===== src/rtl/seq_control.sv =====
// Multi-cycle instruction sequencer: fetch/decode/execute/memory/writeback control,
// shared memory-port handshake with timeout, latched opcode and per-phase strobes.
module seq_control #(
  parameter int IW      = 16,
  parameter int TIMEOUT = 15
) (
  input  logic          clk,
  input  logic          rst,
  input  logic          run,
  input  logic          mem_ack,
  input  logic [IW-1:0] instr_in,
  input  logic          zero_flag,
  output logic          mem_req,
  output logic          mem_we,
  output logic          mem_addr_sel,
  output logic          ir_load,
  output logic          pc_inc,
  output logic          pc_load,
  output logic          mdr_load,
  output logic          alu_en,
  output logic          regwrite_en,
  output logic [3:0]    op_q,
  output logic          err,
  output logic [2:0]    state_q
);

  typedef enum logic [2:0] {
    S_IDLE   = 3'd0,
    S_FETCH  = 3'd1,
    S_DECODE = 3'd2,
    S_EXEC   = 3'd3,
    S_MEM    = 3'd4,
    S_WB     = 3'd5,
    S_HALT   = 3'd7
  } state_e;

  localparam logic [7:0] LAST_WAIT = 8'(TIMEOUT - 1);

  state_e     fsm_q, fsm_d;
  logic [3:0] op_d;
  logic [7:0] wait_q, wait_d;
  logic       err_q, err_d;

  logic is_alu, is_lw, is_store, is_bez, is_nop;

  // Opcode classes; anything outside the defined set behaves as NOP.
  assign is_alu   = (op_q >= 4'd1) && (op_q <= 4'd5);
  assign is_lw    = (op_q == 4'd8);
  assign is_store = (op_q == 4'd9) || (op_q == 4'd10);
  assign is_bez   = (op_q == 4'd11);
  assign is_nop   = !(is_alu || is_lw || is_store || is_bez);

  logic unused_instr_bits;
  assign unused_instr_bits = ^instr_in[IW-5:0];

  assign state_q = fsm_q;
  assign err     = err_q;

  always_ff @(posedge clk) begin
    if (rst) begin
      fsm_q  <= S_IDLE;
      op_q   <= 4'd0;
      wait_q <= 8'd0;
      err_q  <= 1'b0;
    end else begin
      fsm_q  <= fsm_d;
      op_q   <= op_d;
      wait_q <= wait_d;
      err_q  <= err_d;
    end
  end

  always_comb begin
    fsm_d        = fsm_q;
    op_d         = op_q;
    wait_d       = 8'd0;
    err_d        = err_q;
    mem_req      = 1'b0;
    mem_we       = 1'b0;
    mem_addr_sel = 1'b0;
    ir_load      = 1'b0;
    pc_inc       = 1'b0;
    pc_load      = 1'b0;
    mdr_load     = 1'b0;
    alu_en       = 1'b0;
    regwrite_en  = 1'b0;
    unique case (fsm_q)
      S_IDLE: begin
        if (run) fsm_d = S_FETCH;
      end
      S_FETCH: begin
        mem_req = 1'b1;
        if (mem_ack) begin
          ir_load = 1'b1;
          pc_inc  = 1'b1;
          op_d    = instr_in[IW-1 -: 4];
          fsm_d   = S_DECODE;
        end else if (wait_q == LAST_WAIT) begin
          fsm_d = S_HALT;
          err_d = 1'b1;
        end else begin
          wait_d = wait_q + 8'd1;
        end
      end
      S_DECODE: begin
        fsm_d = is_nop ? S_FETCH : S_EXEC;
      end
      S_EXEC: begin
        alu_en = !is_nop;
        if (is_alu) begin
          fsm_d = S_WB;
        end else if (is_lw || is_store) begin
          fsm_d = S_MEM;
        end else begin
          pc_load = is_bez && zero_flag;
          fsm_d   = S_FETCH;
        end
      end
      S_MEM: begin
        mem_req      = 1'b1;
        mem_addr_sel = 1'b1;
        mem_we       = is_store;
        // Ack in the expiry cycle takes priority over the timeout.
        if (mem_ack) begin
          mdr_load = is_lw;
          fsm_d    = is_lw ? S_WB : S_FETCH;
        end else if (wait_q == LAST_WAIT) begin
          fsm_d = S_HALT;
          err_d = 1'b1;
        end else begin
          wait_d = wait_q + 8'd1;
        end
      end
      S_WB: begin
        regwrite_en = 1'b1;
        fsm_d       = S_FETCH;
      end
      S_HALT: begin
        fsm_d = S_HALT;
      end
      default: begin
        fsm_d = S_IDLE;
      end
    endcase
  end

endmodule


===== config.mk =====
export PLATFORM = sky130hd
export DESIGN_NAME = seq_control
export DESIGN_NICKNAME = d
export VERILOG_FILES = /design/src/rtl/seq_control.sv
export SDC_FILE = /design/constraint.sdc
export NUM_CORES = 1
export LEC_CHECK = 0
export CORE_UTILIZATION = 36
export DETAILED_ROUTE_END_ITERATION = 16
export HOLD_SLACK_MARGIN = 0.12
export PLACE_DENSITY_LB_ADDON = 0.15
export SYNTH_ARGS = -nofsm -noshare
export SYNTH_HDL_FRONTEND = slang
export SYNTH_SLANG_ARGS = --single-unit

===== constraint.sdc =====
create_clock -name clk -period 1.4 [get_ports clk]
set_input_delay 0.35 -clock clk [delete_from_list [all_inputs] [get_ports clk]]
set_output_delay 0.35 -clock clk [all_outputs]
set_load 0.005 [all_outputs]

==> results_tabular.tex <==
\begin{tabular}{lr}
\hline
Metric & Value \\
\hline
\multicolumn{2}{l}{\textbf{Die}} \\
\quad Height of the chip & 50.5 um \\
\quad Full die area & 2550 um\^{}2 \\
\quad Initial core utilization & 38.2\% \\
\quad Core box area & 2210 um\^{}2 \\
\quad Number of placed I/O pins & 38 \\
\quad Row count & 17 \\
\quad Floorplan die width & 50.5 um \\
\multicolumn{2}{l}{\textbf{Worst setup path}} \\
\quad Worst Path Class, Setup & reg2out \\
\quad Maximum fanout encountered on the critical timing path & 3 \\
\quad Logic depth of the worst register-to-register path & 7 \\
\quad Crit path capture type & primary output \\
\quad Data required time at the worst endpoint & 1050 ps \\
\quad Launching element type of the critical path & flip-flop \\
\quad Arrival time at the worst endpoint & 1490 ps \\
\multicolumn{2}{l}{\textbf{Power and ir drop}} \\
\quad Areal power density over the cells & 696 nW/um\^{}2 \\
\quad Leakage dissipation & 0.000747 uW \\
\quad Peak ir drop on the vdd network & 0.660 mV \\
\multicolumn{2}{l}{\textbf{Clock tree}} \\
\quad Clock transition at the registers of the reported paths & 100 ps \\
\quad Latest clock arrival within the worst-skew pair & 300 ps \\
\quad CTS root buf & clkbuf\_4 \\
\quad Clk sink count & 16 \\
\quad H-tree lvl count & 1 \\
\quad Number of buffers created by CTS & 3 \\
\quad Maximum number of buffers from clock root to sink & 2 \\
\quad TritonCTS clock tree & done \\
\quad CTS Hold Bufs & 0 \\
\multicolumn{2}{l}{\textbf{STA}} \\
\quad Pins over their slew limit & 0 \\
\quad Post-route setup slack & -437 ps \\
\quad Highest attainable clock frequency & 544 MHz \\
\quad Final critical delay including setup and external delays & 1840 ps \\
\quad Setup\_tns & -3270 ps \\
\quad Worst slew margin relative to its limit & 76.0\% \\
\quad Worst Tran Pin Value & 358 ps \\
\quad Worst hold margin & 475 ps \\
\quad Share of the clock period used by the worst path after layout & 131\% \\
\quad Hold violation total from the final report & 0 \\
\quad Maximum clock skew at final layout & 11.2 ps \\
\quad Setup repair after global routing missed its margin & true \\
\quad Finish-stage setup viols & 23 \\
\multicolumn{2}{l}{\textbf{Layout}} \\
\quad Number of nets in the finished design & 194 \\
\quad Post-route insts no fill & 198 \\
\quad Number of fill cells & 142 \\
\quad Area growth syn-to-layout & 109\% \\
\quad Fraction of final layout cells with drive strength greater than 1 & 64.1\% \\
\quad Utilization after layout & 79.8\% \\
\quad Number of diodes & 0 \\
\multicolumn{2}{l}{\textbf{Placed design}} \\
\quad Placer's final routability congestion estimate & 0.762 \\
\quad Number of cells in the design after placement & 171 \\
\quad Count of buffers from port buffering & 25 \\
\quad HPWL reported at the end of detailed placement & 1.64 mm \\
\multicolumn{2}{l}{\textbf{Drt}} \\
\quad Iteration count of the initial detailed-routing pass & 4 \\
\quad Total length of routed met3 wires & 122 um \\
\quad Starting DRT DRC Count & 19 \\
\quad Residual DRC count & 0 \\
\quad Average vias per placed instance & 5.21 \\
\quad Top layer used by detailed routing & met4 \\
\quad Count of vias placed by the detailed router & 1032 \\
\quad Final ANT Viol Nets & 0 \\
\quad Routed length on met1 & 1.32 mm \\
\quad Detailed route wirelength on metal2 & 1.71 mm \\
\quad Average routed wire per standard cell & 16.5 um \\
\quad Routed WL & 3.27 mm \\
\multicolumn{2}{l}{\textbf{Logic synthesis}} \\
\quad Seq/Total Area, Yosys & 37.9\% \\
\quad FF+latch count, synth & 16 \\
\quad Cells after Synth & 101 \\
\quad Net count after synthesis & 124 \\
\quad Number of distinct library cell variants in the gate-level netlist after synthesis & 34 \\
\quad Number of synthesis warnings & 0 \\
\quad Syn avg cell area & 8.37 um\^{}2 \\
\quad Cell area after synthesis & 846 um\^{}2 \\
\multicolumn{2}{l}{\textbf{GRT}} \\
\quad First-pass GRT wire length & 4.89 mm \\
\quad Total grt overflow & 0 \\
\quad Via count of the first global-routing pass & 1067 \\
\quad Largest net degree at the start of global routing & 10 \\
\quad Antenna violations before repair & 0 \\
\quad Total global-route track usage & 26.3\% \\
\multicolumn{2}{l}{\textbf{Status}} \\
\quad Violated checks & setup timing \\
\quad Status & finished, violations left \\
\multicolumn{2}{l}{\textbf{Hold path}} \\
\quad WHS Path Cells & 2 \\
\quad Worst Hold Class & reg2reg \\
\multicolumn{2}{l}{\textbf{Flow run}} \\
\quad Count of max-cap constraint violations & 0 \\
\hline
\end{tabular}
## routing by layer
layer	vias to the layer above	GRT usage, %
li1	498	-
met1	488	28.7
met5	-	0
met2	36	44.9
met4	0	17.6
met3	10	6.06
## placed cells by master, fill, tap and decap left out, drive strengths merged, types with 2 or more instances in the layout
cell / n
a211oi: 2
a21o: 2
a21oi: 4
and2: 2
and3: 2
buf: 58
clkbuf: 5
clkdlybuf4s15: 2
clkdlybuf4s50: 7
dfxtp: 16
dlygate4sd2: 3
ha: 2
inv: 2
mux2i: 4
nand2: 9
nand2b: 3
nand3: 2
nand4: 2
nor2: 16
nor2b: 2
nor3: 4
nor4b: 2
o21ai: 2
xnor2: 2
xor2: 5
## cell usage after synthesis, drive strengths merged
cell	number	share of area (%)
dfxtp	16	38
nor2	16	7.1
nand2	9	4.0
xor2	5	5.2
a21oi	4	2.4
buf	4	3.0
mux2i	4	4.7
nor3	4	3.7
nand2b	3	2.2
a211oi	2	1.8
a21o	2	1.8
and2	2	1.5
and3	2	1.5
clkbuf	2	0.89
ha	2	3.0
inv	2	0.89
nand3	2	1.2
nand4	2	1.5
nor2b	2	1.5
nor4b	2	2.1
o21ai	2	1.2
xnor2	2	2.1
a221oi	1	1.0
a311oi	1	1.0
a31oi	1	0.74
and4b	1	1.2
nor3b	1	0.89
nor4	1	0.74
o221ai	1	1.0
o31ai	1	0.89
or3	1	0.74
or4	1	0.89
## area by class of cell
type	count	area, um^2	share of cell area [%]
repair buffers	71	623	35.3
flip-flops and latches	16	343	19.4
well taps	28	35.0	1.99
multi-input cells	77	719	40.8
inverters	2	7.51	0.426
clock buffers	4	36.3	2.06
## timing repair
item / in CTS / in global routing
resized for setup: 94 / 41
cloned: 0 / 0
setup endpoints to repair: 32 / 30
setup buffers: 22 / 5
pin swaps: 11 / 15
hold endpoints to repair: 0 / 0
## critical path, stage by stage, from the launching register on
cell and delay [ps]:
dfxtp_2 380, nor3b_4 210, buf_4 140, nor4b_4 200
and2_1 160, buf_2 100
## cell families (layout without fill, tap and decap cells)
group           after synthesis  in the layout  share of synthesized area [%]
fa+ha+maj                     2              2                           2.96
mux                           4              4                           4.73
compound gates               15             15                           11.8
buf+inv                       8             77                           4.73
xor+xnor                      7              7                           7.25
simple gates                 49             49                           30.6
flops                        16             16                           37.9
## metrics by stage
stage / total power (uW) / instance area (um^2) / setup slack [ps]
after floorplan: 622 / 886 / -4.43
after global routing: 1290 / 1760 / -513
after global placement: 751 / 1300 / -655
after detailed placement: 754 / 1300 / -667
after CTS: 1140 / 1580 / -375
final: 1230 / 1760 / -437
## report_power, final
part | internal, uW | switching, uW
clock network | 159 | 155
logic | 238 | 189
registers | 470 | 18.1
total | 866 | 362
## state kept, by name, indices dropped and copies added (netlist names)
register,flops
op_q,4
err,1
state_q,3
wait_q,8
## final timing paths
| check | to | from | slack, ps |
|---|---|---|---|
| max | mdr_load | state_q[2] | -440 |
| min | err | err | 470 |
| max reg2reg | state_q[2] | state_q[2] | -90 |
| min reg2reg | err | err | 470 |
Note: power is estimated with default switching activity, not from simulation.
